<file path="src/rtl/ex_stage.sv">
// Execute stage: operand forwarding, ALU, branch resolution and the EX/MEM
// pipeline register. Only WIDTH = 32 is meaningful (shift amounts use [4:0]).
module ex_stage #(
    parameter int WIDTH = 32
) (
    input  logic             clk,
    input  logic             reset,
    input  logic             StallM,
    input  logic             FlushM,
    input  logic             RegWriteE,
    input  logic             MemWriteE,
    input  logic             JumpE,
    input  logic             BranchE,
    input  logic             ALUSrcE,
    input  logic [1:0]       ResultSrcE,
    input  logic [2:0]       ALUControlE,
    input  logic [4:0]       RdE,
    input  logic [WIDTH-1:0] RD1E,
    input  logic [WIDTH-1:0] RD2E,
    input  logic [WIDTH-1:0] ImmExtE,
    input  logic [WIDTH-1:0] PCE,
    input  logic [WIDTH-1:0] PCPlus4E,
    input  logic [1:0]       ForwardAE,
    input  logic [1:0]       ForwardBE,
    input  logic [WIDTH-1:0] ResultW,
    output logic             PCSrcE,
    output logic [WIDTH-1:0] PCTargetE,
    output logic             RegWriteM,
    output logic             MemWriteM,
    output logic [1:0]       ResultSrcM,
    output logic [4:0]       RdM,
    output logic [WIDTH-1:0] ALUResultM,
    output logic [WIDTH-1:0] WriteDataM,
    output logic [WIDTH-1:0] PCPlus4M
);

    logic [WIDTH-1:0] src_a, src_b, wdata_e, alu_y;
    logic             zero_e, rw_e;

    // Forwarding muxes; code 11 is unused by the hazard unit and falls back to the register file.
    always_comb begin
        src_a   = RD1E;
        wdata_e = RD2E;
        case (ForwardAE)
            2'b01:   src_a = ResultW;
            2'b10:   src_a = ALUResultM;
            default: src_a = RD1E;
        endcase
        case (ForwardBE)
            2'b01:   wdata_e = ResultW;
            2'b10:   wdata_e = ALUResultM;
            default: wdata_e = RD2E;
        endcase
        src_b = ALUSrcE ? ImmExtE : wdata_e;
    end

    // ALU; add/sub wrap naturally, slt is signed, shifts use the low five bits of B.
    always_comb begin
        alu_y = '0;
        case (ALUControlE)
            3'b000: alu_y = src_a + src_b;
            3'b001: alu_y = src_a - src_b;
            3'b010: alu_y = src_a & src_b;
            3'b011: alu_y = src_a | src_b;
            3'b100: alu_y = src_a ^ src_b;
            3'b101: alu_y = {{(WIDTH-1){1'b0}}, ($signed(src_a) < $signed(src_b))};
            3'b110: alu_y = src_a << src_b[4:0];
            3'b111: alu_y = src_a >> src_b[4:0];
            default: alu_y = '0;
        endcase
    end

    assign zero_e    = (alu_y == '0);
    assign PCTargetE = PCE + ImmExtE;
    // Redirect is purely combinational so it is blind to stall/flush/reset of EX/MEM.
    assign PCSrcE    = JumpE | (BranchE & zero_e);
    // Writes to x0 are squashed here so nothing downstream needs to check RdM.
    assign rw_e      = RegWriteE & (RdE != 5'd0);

    // EX/MEM register: reset beats flush beats stall beats load.
    always_ff @(posedge clk) begin
        if (reset || FlushM) begin
            RegWriteM  <= 1'b0;
            MemWriteM  <= 1'b0;
            ResultSrcM <= 2'b00;
            RdM        <= 5'd0;
            ALUResultM <= '0;
            WriteDataM <= '0;
            PCPlus4M   <= '0;
        end else if (!StallM) begin
            RegWriteM  <= rw_e;
            MemWriteM  <= MemWriteE;
            ResultSrcM <= ResultSrcE;
            RdM        <= RdE;
            ALUResultM <= alu_y;
            WriteDataM <= wdata_e;
            PCPlus4M   <= PCPlus4E;
        end
    end

endmodule

</file>
<file path="config.mk">
export PLATFORM = sky130hd
export DESIGN_NAME = ex_stage
export DESIGN_NICKNAME = d
export VERILOG_FILES = /design/src/rtl/ex_stage.sv
export SDC_FILE = /design/constraint.sdc
export NUM_CORES = 1
export LEC_CHECK = 0
export BUFFER_PORTS_ARGS = -buffer_cell sky130_fd_sc_hd__buf_4
export CAP_MARGIN = 40
export CORE_MARGIN = 2
export CORE_UTILIZATION = 30
export CTS_CLUSTER_SIZE = 25
export DETAILED_ROUTE_END_ITERATION = 8
export PLACE_DENSITY_LB_ADDON = 0.15
export SYNTH_ARGS = -nofsm -noshare
export SYNTH_HDL_FRONTEND = slang
export SYNTH_SLANG_ARGS = --single-unit
</file>
<file path="constraint.sdc">
create_clock -name clk -period 14.18 [get_ports clk]
set_input_delay 4.254 -clock clk [delete_from_list [all_inputs] [get_ports clk]]
set_output_delay 4.254 -clock clk [all_outputs]
set_load 0.01 [all_outputs]
</file>
# Word-level counts from Yosys, hierarchy flattened

Cells that the tools add are included.
Widths: inputs -> output; s select.

Input port bits: 215
Memories kept: 0
Bits in writable memories: 0
ROM bits: 0
Latch bits: 0
Flip-flop bits (word level): 105

Add/sub/neg operators: 3
Order comparisons: 1
Multiply operators: 0
Reductions and logical operators: 4
Bitwise logic cells: 6
Div/mod/pow operators: 0
Shift-type cells: 2
Multiplexer cells: 4
Equality and inequality tests: 11

Operators by type and width:

| cell               | number |
|---|---|
| $pmux 32 s8        | 1 |
| $pmux 32 s2        | 2 |
| $add 32x32->32     | 2 |
| $and 32x32->32     | 1 |
| $logic_not 32->1   | 1 |
| $lt 32x32->1       | 1 |
| $mux 32            | 1 |
| $or 32x32->32      | 1 |
| $shl 32x5->32      | 1 |
| $shr 32x5->32      | 1 |
| $sub 32x32->32     | 1 |
| $xor 32x32->32     | 1 |
| $eq 3x3->1 const B | 4 |
| $eq 3x2->1 const B | 2 |
| $reduce_bool 5->1  | 1 |
| $eq 2x1->1 const B | 2 |
| $eq 2x2->1 const B | 2 |
| $eq 3x1->1 const B | 1 |
| $logic_not 3->1    | 1 |
| $and 1x1->1        | 2 |
| $logic_or 1x1->1   | 1 |
| $or 1x1->1         | 1 |

# Logic depth before layout (Yosys ltp)

Gate-level depths: netlist (run 1).

Word-level depth: 8
Gate-level depth with buffers: 25
Gate-level depth less buffers: 20

# Worst setup path after synthesis (run 1)

Ideal clock, no wire load.

Path type: input-to-output
From: in ForwardBE[0]
To: out PCSrcE
Data arrival time: 9387 ps
Cell stages on the path: 22
Path slack: 539 ps
Required time: 9926 ps
Path buffers: 5
Path through: inv_1 -> ha_1 -> buf_6 -> or2_1 -> buf_4 -> o221ai_2 -> buf_2 -> buf_2 -> buf_1 -> ha_1 -> or2_1 -> o311a_1 -> o41ai_2 -> a31oi_1 -> a32o_1 -> o211ai_1 -> nand3_1 -> a211o_1 -> or4_1 -> nor4_1 -> nand4_1 -> o31ai_2

Cells in the longest elaborated chain, start to end: 8
Elaborated cells between the ends (all ways): 16
Classes of those cells: 2 x add/sub; 1 x order compare; 2 x eq/ne; 2 x shift; 3 x mux; 5 x bitwise; 1 x reduce/logical

RTL lines:

| element                                  | RTL line | RTL |
|---|---|---|
| start: declaration                       | 24       | `input logic [1:0] ForwardBE,` |
| $eq 2x2->1 or $eq 2x1->1 (tied branches) | 49       | `case (ForwardBE)` |
| $pmux 32 s2 *                            | 49       |  |
| $mux 32 *                                | 54       | `src_b = ALUSrcE ? ImmExtE : wdata_e;` |
| $sub 32x32->32 (tied with other cells)   | 62       | `3'b001: alu_y = src_a - src_b;` |
| $pmux 32 s8 *                            | 60       | `case (ALUControlE)` |
| $logic_not 32->1 *                       | 73       | `assign zero_e = (alu_y == '0);` |
| $and 1x1->1 *                            | 76       | `assign PCSrcE = JumpE \| (BranchE & zero_e);` |
| $or 1x1->1 *                             | 76       |  |
| end: declaration                         | 26       | `output logic PCSrcE,` |

Every way passes the cells marked *; elsewhere a longest branch is shown, timed or not.

# Final worst setup path (run 1)

Same ends and word-level chain as after synthesis.

==> flow_metrics.py, run 1 <==
metrics = {
    "worst_setup_path": {
        "cp-end-kind": "primary output",
        "worstSetupPathType": "in -> out",
        "crit_arrival_ps": 9610,
        "startpoint_type": "primary input",
        "crit_family": "compound AO/OA/AOI/OAI gates",
        "cp_max_fo": 17,
        "worst-path-buf-inv": 6,
        "worstPathRequired_ps": 9930,
        "worstPathCellList": "buf_4 -> inv_1 -> ha_2 -> or2_1 -> o221ai_4 -> inv_4 -> ha_1 -> fa_1 -> and3b_1 -> o211ai_1 -> a21oi_1 -> o31ai_1 -> buf_4 -> a211o_1 -> nand2_1 -> mux2_2 -> a221oi_2 -> o211ai_1 -> nor4_1 -> buf_4 -> nand4_1 -> o31ai_2 -> buf_4",
        "cpMostUsedCell": "buf_4",
        "critPathMaxStageDelay_ps": 490,
        "crit_slowest_cell": "fa_1",
    },
    "synthesis": {
        "ys_warn_count": 0,
        "synth_nets": 2490,
        "yosysSeqAreaShare": 0.141,
        "async_flop_share": 0,
        "synth_most_common_cell": "nor2_1",
        "synth_seq_cells": 105,
        "synth_ff_type": "dfxtp_1",
        "netlist_area_mm2": 0.0149,
        "synth.distinct_cells": 84,
        "synth_top_cell_by_area": "dfxtp_1",
        "synthCells": 2140,
        "syn_avg_cell_area_um2": 6.98,
        "synth_edf_count": 0,
        "synth_common_cells": "nor2_1 (300), a21oi_1 (198), mux2i_1 (175)",
        "synth.top_cell.area_share": 0.141,
        "ys_top_cells_by_area": "dfxtp_1 (14%), mux2i_1 (12%), ha_1 (11%)",
    },
    "min_path": {
        "min_path_type": "reg -> reg",
    },
    "grt": {
        "overflow": 0,
        "grt_antenna_before_repair": 2,
        "grt_pass1_vias": 17600,
        "track_usage": 0.307,
        "grt_pass1_wl_um": 118000,
        "grt_max_degree": 58,
    },
    "route": {
        "route.detailed.drc": 0,
        "avgViaCountPerCell": 5.87,
        "dr.pass1.iters": 6,
        "antenna_left": 0,
        "drt_iter0_markers": 2051,
        "dr_total_vias": 18400,
        "wl_um": 81400,
        "routedWlPerCell_um": 26.0,
    },
    "cells_and_area": {
        "fillers": 5333,
        "antenna_cells": 0,
        "utilization": 0.387,
        "drive_gt1_frac": 0.212,
        "final_cells": 3126,
        "final-seq-area_mm2": 0.00210,
        "area_growth_pct": 27.0,
        "nNetsFinal": 2808,
        "multi_input_area_mm2": 0.0118,
    },
    "clock_tree": {
        "cts_buffer_depth": 2,
        "clock-sinks": 105,
        "htree_levels": 3,
        "cts_tree": "yes",
        "hold_buffers": 0,
        "post_cts_buffers": 0,
        "clk_latency_ps": 380,
        "clk_pin_slew_ps": 80,
        "clock-root-buffer": "clkbuf_16",
        "cts_buffers": 9,
    },
    "flow_run": {
        "max-cap-violations": 0,
    },
    "timing": {
        "worst_slack_ps": 315,
        "hold_violations": 0,
        "rsz0062_at_grt": "false",
        "fmax_mhz": 72.1,
        "slew_violations": 0,
        "skew_ps": 9.66,
        "min_period_ps": 13870,
        "slew_headroom": 0.313,
        "setup_viol": 0,
        "worstMarginPinSlew_ps": 1020,
        "fin_crit_sh": 0.978,
        "fin_setup_tns_ps": 0,
    },
    "placed_design": {
        "dpl.hpwl_um": 66600,
        "gp_congestion": 1.01,
        "place_inst": 3111,
        "portBuffers": 352,
        "dpl_worst_slack_ps": 120,
    },
    "die": {
        "die-area_mm2": 0.0516,
        "dieHeight_um": 227,
        "core_mm2": 0.0491,
        "row_count": 81,
        "die-width_um": 227,
        "start_util": 0.304,
        "pin_count": 353,
    },
    "run_status": {
        "status": "finished clean",
    },
    "power": {
        "ir_worst_vdd_mv": 0.0704,
        "p_leak_nw": 8.64,
        "fin_total_pwr_mw": 1.68,
        "p_per_area_mw_per_mm2": 88.7,
    },
}
==> tightest hold or removal path, cell delays in order (launching register included) <==
cell     delay [ps]
dfxtp_1         320
nand2_1          60
a21oi_1          50
==> repair_timing <==
item / in CTS / in global routing
endpoints found under the setup margin: 0 / 1
endpoints found under the hold margin: 0 / 0
gates resized for setup: 0 / 7
==> report_power, final <==
part	internal (mW)	total (mW)	switching, mW
logic	0.399	1.07	0.675
clock network	0.157	0.290	0.133
registers	0.306	0.318	0.0120
==> final timing paths <==
check	startpoint	to	slack, ps	cells after the start
hold reg to reg	RegWriteM	RegWriteM	470	2
setup reg to reg	ALUResultM[7]	ALUResultM[25]	9280	19
hold / removal	RegWriteM	RegWriteM	470	2
setup / recovery	ForwardBE[0]	PCSrcE	310	23
==> final cells by class <==
class	count	share of cell area
repair buffers	458	0.182
clock buffers	9	0.0119
well taps	664	0.0438
multi-input cells	1758	0.621
clock inverters	6	0.00534
inverters	126	0.0251
flip-flops and latches	105	0.111
==> routing by layer <==
metal / GRT usage / up-vias / part of all wire
met5: 0 / - / 0.00037
met4: 0.0835 / 4 / 0.026
met3: 0.0698 / 111 / 0.096
met2: 0.473 / 934 / 0.44
met1: 0.428 / 8839 / 0.44
li1: - / 8463 / -
==> per-stage QoR <==
stage | hold WS [ps] | cell area [um2]
detailed placement | 464 | 18600
finish | 473 | 19000
floorplan | 486 | 14900
global placement | 453 | 18600
global route | 501 | 19000
CTS | 476 | 18900
==> cell families after synthesis <==
logic type               count (synthesis)  synth area share
flip-flops                             105             0.141
adder cells (fa/ha/maj)                135             0.115
AO/OA/AOI/OAI                          733             0.325
buffers and inverters                  277            0.0754
AND/OR/NAND/NOR                        660             0.193
multiplexers                           183             0.123
XOR/XNOR                                47            0.0276
==> registers in the layout, indices dropped and copies added, names as in the netlist <==
name        count
PCPlus4M       32
ResultSrcM      2
MemWriteM       1
ALUResultM     32
RegWriteM       1
RdM             5
WriteDataM     32
==> cells in the final DEF, fill, tap and decap left out, types with 14 or more instances in the layout <==
cell / netlist / layout
nand3_1: 44 / 44
mux2i_1: 175 / 175
a22oi_1: 47 / 47
a21o_1: 19 / 19
dfxtp_1: 105 / 105
o21bai_1: 14 / 14
nand2b_1: 21 / 21
a221o_1: 29 / 29
o211ai_1: 22 / 22
a21oi_1: 198 / 198
xnor2_1: 35 / 35
o21ai_0: 135 / 134
nand2_1: 168 / 168
buf_4: 1 / 455
a31oi_1: 27 / 27
o21ai_1: 20 / 21
inv_1: 118 / 118
a211oi_1: 33 / 33
a221oi_1: 18 / 16
nor2_1: 300 / 300
o22ai_1: 40 / 40
ha_1: 132 / 131
nor3_1: 42 / 41
Power figures use the tool's default switching activity.
==> run 2, diff against run 1 <==
Settings changed: CELL_PAD_IN_SITES_DETAIL_PLACEMENT from default to 0, CELL_PAD_IN_SITES_GLOBAL_PLACEMENT from default to 2, CORE_ASPECT_RATIO from default to 0.75, RECOVER_POWER from default to 25.
==> run 2 against run 1 <==
Effect of this change:
- the run now ends with max-capacitance violations, max-slew violations left
- design area is 2.9% higher
- wire length grew 13%
- global-route usage increased by 3.5 points
- sequential power about the same
- non-clock buffer count increased by 86
- clock power fell by 8.6%
- critical path type unchanged
- largest power group unchanged
==> flow_metrics.py, run 2 (same netlist as run 1, synthesis figures left out) <==
metrics = {
    "route": {
        "routedWlPerCell_um": 28.7,
        "dr_total_vias": 19000,
        "avgViaCountPerCell": 5.93,
        "wl_um": 91800,
        "drt_iter0_markers": 2083,
        "route.detailed.drc": 0,
        "dr.pass1.iters": 6,
        "antenna_left": 0,
    },
    "worst_setup_path": {
        "startpoint_type": "primary input",
        "r2r_cells": 19,
        "cp_max_fo": 15,
        "cp-end-kind": "primary output",
        "worstSetupPathType": "in -> out",
        "worstPathRequired_ps": 9930,
        "crit_arrival_ps": 9700,
    },
    "power": {
        "switching_share": 0.503,
        "switchingPower_uw": 891,
        "p_comb_frac": 0.672,
        "p_per_area_mw_per_mm2": 90.8,
        "ir_worst_vdd_mv": 0.0594,
        "p_int_uw": 882,
        "seq_power_share": 0.179,
        "p_leak_nw": 8.93,
        "fin_total_pwr_mw": 1.77,
        "p_clk_frac": 0.149,
    },
    "grt": {
        "grt_max_degree": 71,
        "grt_pass1_vias": 18000,
        "grt_pass1_wl_um": 129000,
        "track_usage": 0.342,
        "grt_antenna_before_repair": 2,
        "overflow": 0,
    },
    "cells_and_area": {
        "reg_top3": "ALUResultM (32), PCPlus4M (32), WriteDataM (32)",
        "drive_gt1_frac": 0.232,
        "final_cells": 3199,
        "nNetsFinal": 2894,
        "fillers": 5312,
        "final-seq-area_mm2": 0.00210,
        "area_growth_pct": 30.7,
        "multi_input_area_mm2": 0.0118,
        "final_common_cell": "buf_4",
        "final_cell_mix": "buf_4 (511), nor2_1 (300), a21oi_1 (198)",
    },
    "timing": {
        "setup_viol": 0,
        "worstMarginPinSlew_ps": 3710,
        "min_period_ps": 13950,
        "hold_violations": 0,
        "slew_headroom": -1.47,
        "rsz0062_at_grt": "false",
        "fin_crit_sh": 0.984,
        "slew_violations": 62,
        "fmax_mhz": 71.7,
        "skew_ps": 14.2,
    },
    "flow_run": {
        "max-cap-violations": 1,
    },
    "die": {
        "start_util": 0.305,
        "core_mm2": 0.0490,
        "pin_count": 353,
        "row_count": 70,
        "die-area_mm2": 0.0516,
        "dieHeight_um": 197,
        "die-width_um": 262,
    },
    "placed_design": {
        "dpl.hpwl_um": 75500,
        "portBuffers": 352,
        "place_inst": 3181,
        "gp_congestion": 1.05,
    },
    "clock_tree": {
        "clk_pin_slew_ps": 70,
        "cts_buffers": 9,
        "cts_tree": "yes",
        "clk_latency_ps": 380,
        "htree_levels": 3,
        "hold_buffers": 0,
        "clock-root-buffer": "clkbuf_16",
        "clock-sinks": 105,
        "cts_buffer_depth": 2,
        "post_cts_buffers": 0,
    },
    "min_path": {
        "worst_hold_path.num_cells": 2,
        "min_path_type": "reg -> reg",
    },
    "run_status": {
        "status": "finished with violations",
        "violations": "max-capacitance violations, max-slew violations",
    },
}
[run 2: layout make-up]
| class | count | area share |
|---|---|---|
| antenna | 2 | 0.000256 |
| tap | 648 | 0.0415 |
| inverter | 126 | 0.0244 |
| timing repair buffer | 544 | 0.204 |
| multi-input combinational | 1758 | 0.606 |
| clock buffer | 10 | 0.0122 |
| sequential | 105 | 0.108 |
| clock inverter | 6 | 0.00314 |
[run 2: final timing paths]
path                                        to  slack [ps]          start
worst max-delay path                    PCSrcE         230   ForwardBE[0]
worst min-delay path                 RegWriteM         470      RegWriteM
worst max register to register  ALUResultM[29]        9260  ALUResultM[1]
worst min register to register       RegWriteM         470      RegWriteM
[run 2: critical path, cell delays in order]
cell,delay (ps)
buf_4,90
inv_1,40
ha_2,260
buf_4,210
buf_4,200
a22oi_1,230
nor2_1,60
a21oi_1,380
o21ai_0,260
buf_4,210
ha_2,380
nor4_1,340
buf_4,190
nand3_1,120
a211o_1,330
buf_4,160
nand3_1,170
nand3_1,180
o21ai_1,370
buf_4,200
nand4b_1,100
nor4_1,270
nand4_1,230
o31ai_2,260
buf_4,170
[run 2: metrics by stage]
step | utilization | instance area, um2 | setup slack, ps | setup TNS, ps | hold slack, ps
5_1_grt | 0.399 | 19500 | 23.2 | 0 | 484
3_5_place_dp | 0.393 | 19200 | -39.5 | -39.5 | 453
6_report | 0.399 | 19500 | 225 | 0 | 465
4_1_cts | 0.399 | 19500 | 6.19 | 0 | 465
3_3_place_gp | 0.392 | 19200 | -159 | -159 | 451
2_1_floorplan | - | 14900 | 539 | 0 | 486
[run 2: power groups by stage]
| stage | clock, mW | sequential, mW | combinational [mW] |
|---|---|---|---|
| global placement | 0 | 0.323 | 1.15 |
| global route | 0.281 | 0.318 | 1.26 |
| finish | 0.265 | 0.317 | 1.19 |
| detailed placement | 0 | 0.323 | 1.14 |
| floorplan | 0 | 0.325 | 0.625 |
| CTS | 0.270 | 0.316 | 1.15 |
[run 2: what timing repair did]
action                     CTS  global route
setup endpoints to repair    1             1
pin swaps                    0             2
gates resized for setup      2            26
[run 2: per-layer routing]
| metal | vias to the layer above | global-route usage | wire length, um |
|---|---|---|---|
| met3 | 98 | 0.0792 | 8080 |
| met5 | - | 0 | 0 |
| met4 | 0 | 0.0823 | 2330 |
| met2 | 934 | 0.515 | 39700 |
| li1 | 8657 | - | - |
| met1 | 9286 | 0.487 | 41700 |
